File: src/rtl/rect_fill_pkg.sv
// Shared definitions for the rectangle fill engine.
// Holds the FSM encoding and framebuffer geometry.
package rect_fill_pkg;

    localparam int SCREEN_W = 320;
    localparam int SCREEN_H = 240;
    localparam int ADDR_W   = 17;

    typedef enum logic [1:0] {
        S_IDLE  = 2'd0,
        S_SETUP = 2'd1,
        S_RUN   = 2'd2,
        S_DONE  = 2'd3
    } state_t;

endpackage

File: src/rtl/raster_step.sv
// Column/row walker for a clipped rectangle.
// Produces the next linear address without any multiply.
module raster_step
    import rect_fill_pkg::*;
#(
    parameter int SCREEN_W = rect_fill_pkg::SCREEN_W,
    parameter int ADDR_W   = rect_fill_pkg::ADDR_W
) (
    input  logic              clk,
    input  logic              resetn,
    input  logic              init,
    input  logic              advance,
    input  logic [9:0]        cw_in,
    input  logic [8:0]        ch_in,
    input  logic [ADDR_W-1:0] base_in,
    input  logic [8:0]        x0,
    output logic              last,
    output logic [ADDR_W-1:0] next_addr
);

    localparam logic [ADDR_W-1:0] ROW_STEP = ADDR_W'(SCREEN_W);

    logic [9:0]        col;
    logic [9:0]        cw;
    logic [8:0]        row;
    logic [8:0]        ch;
    logic [ADDR_W-1:0] row_base;
    logic              row_end;

    assign row_end = (col == cw - 10'd1);
    assign last    = row_end && (row == ch - 9'd1);

    // Address of the pixel after the current one, wrapping to the next row.
    always_comb begin
        next_addr = row_base + ADDR_W'(x0) + ADDR_W'(col) + ADDR_W'(1);
        if (row_end) begin
            next_addr = row_base + ROW_STEP + ADDR_W'(x0);
        end
    end

    // Counters load on init and step on each completed write.
    always_ff @(posedge clk or negedge resetn) begin
        if (!resetn) begin
            col      <= '0;
            row      <= '0;
            cw       <= '0;
            ch       <= '0;
            row_base <= '0;
        end else if (init) begin
            col      <= '0;
            row      <= '0;
            cw       <= cw_in;
            ch       <= ch_in;
            row_base <= base_in;
        end else if (advance) begin
            if (row_end) begin
                col      <= '0;
                row      <= row + 9'd1;
                row_base <= row_base + ROW_STEP;
            end else begin
                col <= col + 10'd1;
            end
        end
    end

endmodule

File: src/rtl/rect_fill.sv
// Rectangle fill engine: clips a box to the screen
// and streams one framebuffer write per accepted cycle.
module rect_fill
    import rect_fill_pkg::*;
#(
    parameter int SCREEN_W = rect_fill_pkg::SCREEN_W,
    parameter int SCREEN_H = rect_fill_pkg::SCREEN_H,
    parameter int ADDR_W   = rect_fill_pkg::ADDR_W
) (
    input  logic              clk,
    input  logic              resetn,
    input  logic              start,
    input  logic [8:0]        x0,
    input  logic [7:0]        y0,
    input  logic [8:0]        w,
    input  logic [7:0]        h,
    input  logic [2:0]        colour,
    input  logic              mem_ready,
    output logic              wr_en,
    output logic [ADDR_W-1:0] wr_addr,
    output logic [2:0]        wr_colour,
    output logic              busy,
    output logic              done
);

    localparam logic [9:0] SW10 = 10'(SCREEN_W);
    localparam logic [8:0] SH9  = 9'(SCREEN_H);

    state_t            state;
    state_t            state_n;
    logic [8:0]        x0_q;
    logic [7:0]        y0_q;
    logic [8:0]        w_q;
    logic [7:0]        h_q;
    logic [9:0]        cw;
    logic [8:0]        ch;
    logic [ADDR_W-1:0] base;
    logic [ADDR_W-1:0] next_addr;
    logic              last;
    logic              advance;

    assign advance   = (state == S_RUN) && mem_ready;
    assign wr_en     = (state == S_RUN);
    assign busy      = (state != S_IDLE);
    assign done      = (state == S_DONE);
    assign base      = ADDR_W'(y0_q) * ADDR_W'(SCREEN_W);

    // Clip the latched box against the screen edges.
    always_comb begin
        cw = '0;
        ch = '0;
        if ({1'b0, x0_q} < SW10) begin
            cw = SW10 - {1'b0, x0_q};
            if ({1'b0, w_q} < cw) cw = {1'b0, w_q};
        end
        if ({1'b0, y0_q} < SH9) begin
            ch = SH9 - {1'b0, y0_q};
            if ({1'b0, h_q} < ch) ch = {1'b0, h_q};
        end
    end

    raster_step #(
        .SCREEN_W (SCREEN_W),
        .ADDR_W   (ADDR_W)
    ) u_step (
        .clk       (clk),
        .resetn    (resetn),
        .init      (state == S_SETUP),
        .advance   (advance),
        .cw_in     (cw),
        .ch_in     (ch),
        .base_in   (base),
        .x0        (x0_q),
        .last      (last),
        .next_addr (next_addr)
    );

    // State register.
    always_ff @(posedge clk or negedge resetn) begin
        if (!resetn) state <= S_IDLE;
        else         state <= state_n;
    end

    // Next-state logic; start is only honoured in IDLE.
    always_comb begin
        state_n = state;
        unique case (state)
            S_IDLE:  if (start) state_n = S_SETUP;
            S_SETUP: state_n = (cw == 10'd0 || ch == 9'd0) ? S_DONE : S_RUN;
            S_RUN:   if (advance && last) state_n = S_DONE;
            S_DONE:  state_n = S_IDLE;
            default: state_n = S_IDLE;
        endcase
    end

    // Command latch and registered write address.
    always_ff @(posedge clk or negedge resetn) begin
        if (!resetn) begin
            x0_q      <= '0;
            y0_q      <= '0;
            w_q       <= '0;
            h_q       <= '0;
            wr_colour <= '0;
            wr_addr   <= '0;
        end else begin
            if (state == S_IDLE && start) begin
                x0_q      <= x0;
                y0_q      <= y0;
                w_q       <= w;
                h_q       <= h;
                wr_colour <= colour;
            end
            if (state == S_SETUP) wr_addr <= base + ADDR_W'(x0_q);
            else if (advance)     wr_addr <= next_addr;
        end
    end

endmodule

File: config.mk
export PLATFORM = sky130hd
export DESIGN_NAME = rect_fill
export DESIGN_NICKNAME = d
export VERILOG_FILES = /design/src/rtl/rect_fill_pkg.sv /design/src/rtl/raster_step.sv /design/src/rtl/rect_fill.sv
export SDC_FILE = /design/constraint.sdc
export NUM_CORES = 1
export LEC_CHECK = 0
export CORE_ASPECT_RATIO = 2
export CORE_MARGIN = 1.5
export CORE_UTILIZATION = 40
export DETAILED_ROUTE_END_ITERATION = 7
export GPL_TIMING_DRIVEN = 0
export PLACE_DENSITY_LB_ADDON = 0.3
export SYNTH_ARGS = -nofsm -noshare
export SYNTH_HDL_FRONTEND = slang
export SYNTH_SLANG_ARGS = --single-unit
File: constraint.sdc
create_clock -name clk -period 6.2 [get_ports clk]
set_input_delay 1.55 -clock clk [delete_from_list [all_inputs] [get_ports clk]]
set_output_delay 1.55 -clock clk [all_outputs]
set_load 0.02 [all_outputs]
==> out/qor.csv <==
stage,metric,value,unit
run_status,status,"complete, no violations",
sta,max_slew_margin,39.6,%
die,die_y,196,microns
worst_setup_path,worstPathRequired,6.48,ns
die,dieArea,19500,sq um
yosys,async_flop_share,100,%
drt,wl_per_cell,18.3,microns
cells_and_area,final_cell_mix,"dfrtp_1 (105), nand2_1 (65), ha_1 (62), clkdlybuf4s50_1 (62), inv_1 (49)",
yosys,synth_top_area_cell,dfrtp_1,
global_route,grt_pass1_wl,32100,microns
cts,clkSlewWorstSetupHoldPaths,0.07,ns
worst_setup_path,r2r_end,state[0]$_DFFE_PN0P_,
yosys,synth.top_cell.area_share,35.3,%
sta,slew_violations,0,
global_route,grt_max_degree,67,
worst_setup_path,crit_slowest_cell,dfrtp_1,
placement,pre_cts_slack,2.24,ns
yosys,synth_xor_area_share,9.88,%
power,power.density,612,nW/um^2
drt,viasPerCell,5.62,
cells_and_area,syn_to_final_growth,16.7,%
worst_setup_path,worst_path_largest_cell_delay,0.38,ns
yosys,synth-simple-area-share,16.9,%
worst_setup_path,end_kind,register,
cts,clk_latency,0.36,ns
cts,cts_hold_buffers,0,
cts,cts_tree,done,
sta,rsz0062_at_grt,no,
cells_and_area,final_cells,1081,
sta,holdWs,0.487,ns
sta,finClkSkew,0.0114,ns
die,coreArea,18200,sq um
cells_and_area,diodes,0,
global_route,grtUsageTotal,21.2,%
drt,drc,0,
placement,gp_congestion,0.896,
placement,dp.cells,1065,
yosys,synth_nets,894,
drt,vias,6074,
placement,hpwlAfterDp,15600,microns
cts,postCtsSetupRepairBufs,0,
worst_setup_path,rrSetupSlack,2.37,ns
worst_setup_path,rr_startpoint,x0_q[2]$_DFFE_PN0P_,
worst_setup_path,start_kind,register,
worst_setup_path,path_cells,clkbuf_1 > nor3_1 > nor3b_1 > xnor2_1 > inv_1 > ha_1 > a21o_1 > a2111oi_0 > o21ai_0 > and3_1 > buf_1 > o211ai_1 > nand3_1 > a32oi_1,
drt,antenna_left,0,
worst_hold_path,min_to,wr_addr[5]$_DFFE_PN0P_,
cts,cts_resized,0,
worst_hold_path,hold-path-cell-count,2,
yosys,synth_fa_ha_area_share,12.2,%
yosys,syn_area,7450,sq um
yosys,ys_warn_count,0,
cts,htreeDepth,3,
cells_and_area,layout-drive-gt1-share,8.79,%
placement,io_buffer_count,63,
yosys,synth.area.top_cells,"dfrtp_1 (35%), ha_1 (10%), mux2_2 (6.0%)",
sta,finalSetupViolations,0,
yosys,ys.flop_type,dfrtp_1,
cts,numCtsBuffers,9,
worst_hold_path,hold_path.startpoint,wr_addr[5]$_DFFE_PN0P_,
worst_setup_path,worst_r2r_path_depth,14,
drt,wl,19700,microns
worst_setup_path,crit_fanout,10,
sta,worstMarginPinSlew,0.906,ns
worst_setup_path,critPathKind,reg -> reg,
power,vdd_ir_drop_max,0.278,mV
yosys,synth_top_family_by_area,simple AND/OR/NAND/NOR gates,
global_route,grt.overflow.total,0,
yosys,synth_compound_area_share,13.1,%
cells_and_area,nets,969,
die,die_x,99.5,microns
sta,setup_ws,2.37,ns
drt,drt_iter0_markers,239,
sta,fmax,261,MHz
worst_setup_path,arrival,4.10,ns
cts,root_buffer,clkbuf_16,
die,rows,70,
sta,finalCritPeriodShare,61.7,%
job,maxCapViolations,0,
sta,finalHoldViolCount,0,
worst_hold_path,hold_class,reg -> reg,
die,pin_count,64,
drt,dr.pass1.iters,4,
global_route,antenna_found_initial,0,
yosys,ys_seq_area_share,35.3,%
yosys,synth_mux_area_share,8.74,%
cts,cts_sinks,105,
yosys,synth.distinct_cells,66,
global_route,grt_pass1_vias,6357,
die,initial_utilization,40.9,%
yosys,synth_cells,785,
yosys,synth_edf_count,0,
yosys,yosys_register_bits,105,
yosys,syn_area_per_cell,9.49,sq um
cts,clock_path_buffers,2,
sta,period_needed,3.83,ns
cells_and_area,mostFrequentLayoutCell,dfrtp_1,
power,leakagePower,3.74,nW
-- critical path, delay by kind of cell (launching register included) --
family	cells	cell delay, ns
xor+xnor	1	0.23
flops	1	0.38
compound gates	5	1.20
simple gates	4	1.01
buf+inv	3	0.61
fa+ha+maj	1	0.30
-- stage by stage --
stage               total power [W]  setup TNS, ns  cell area [sq um]  util, %
floorplan                   0.00372              0               7450        -
global placement            0.00462         -67.61               8350     45.8
detailed placement          0.00469              0               8360     45.9
CTS                         0.00535              0               8690     47.7
global route                0.00580              0               8690     47.7
finish                      0.00532              0               8690     47.7
-- Yosys cell counts, drive strengths merged (18+ instances only) --
library cell	instances
a21oi	30
clkbuf	20
dfrtp	105
ha	62
inv	49
mux2	40
mux2i	20
nand2	65
nand3	18
nand4	19
nor2	45
o21ai	46
xnor2	45
xor2	39
-- worst max-delay path by stage --
stage	startpoint	cells after the start	slack, ns	endpoint
2_1_floorplan	x0_q[2]$_DFFE_PN0P_	14	3.04	state[0]$_DFFE_PN0P_
3_3_place_gp	resetn	1	-0.65	wr_addr[15]$_DFFE_PN0P_
3_5_place_dp	mem_ready	8	2.24	u_step.row_base[16]$_DFFE_PN0P_
4_1_cts	y0_q[0]$_DFFE_PN0P_	15	2.46	state[0]$_DFFE_PN0P_
5_1_grt	x0_q[2]$_DFFE_PN0P_	14	2.11	state[0]$_DFFE_PN0P_
6_report	x0_q[2]$_DFFE_PN0P_	14	2.37	state[0]$_DFFE_PN0P_
-- layer usage --
layer  GRT usage, %  vias to the layer above  part of all wire (%)
li1               -                     2942                     -
met1           21.2                     2942                    35
met2           40.6                      131                    57
met3           2.57                       59                   2.3
met4           12.8                        0                   5.6
met5              0                        -                     0
-- power by group --
group          total [W]  switching [W]  internal [W]
logic            0.00332        0.00185       0.00147
clock network   0.000641       0.000280      0.000361
registers        0.00136       0.000380      0.000977
-- sequential cells by signal, summed over array words and instances (netlist names) --
register and count:
h_q 8, state 2, u_step.ch 9, u_step.col 10
u_step.cw 10, u_step.row 9, u_step.row_base 11, w_q 9
wr_addr 17, wr_colour 3, x0_q 9, y0_q 8
-- area by class of cell --
class	count	area (sq um)
multi-input combinational	605	4530
clock buffer	10	229
fill	1775	9530
inverter	49	184
tap	216	270
timing repair buffer	64	648
clock inverter	6	97.6
sequential	105	2630
buffer	26	101
-- logic make-up (layout without fill, tap and decap cells) --
family,Yosys count,count (layout)
AND/OR/NAND/NOR,238,238
AO/OA/AOI/OAI,153,153
flip-flops,105,105
XOR/XNOR,84,84
buffers and inverters,75,155
adder cells (fa/ha/maj),69,69
multiplexers,60,60
other,1,1
Power figures use the tool's default switching activity.
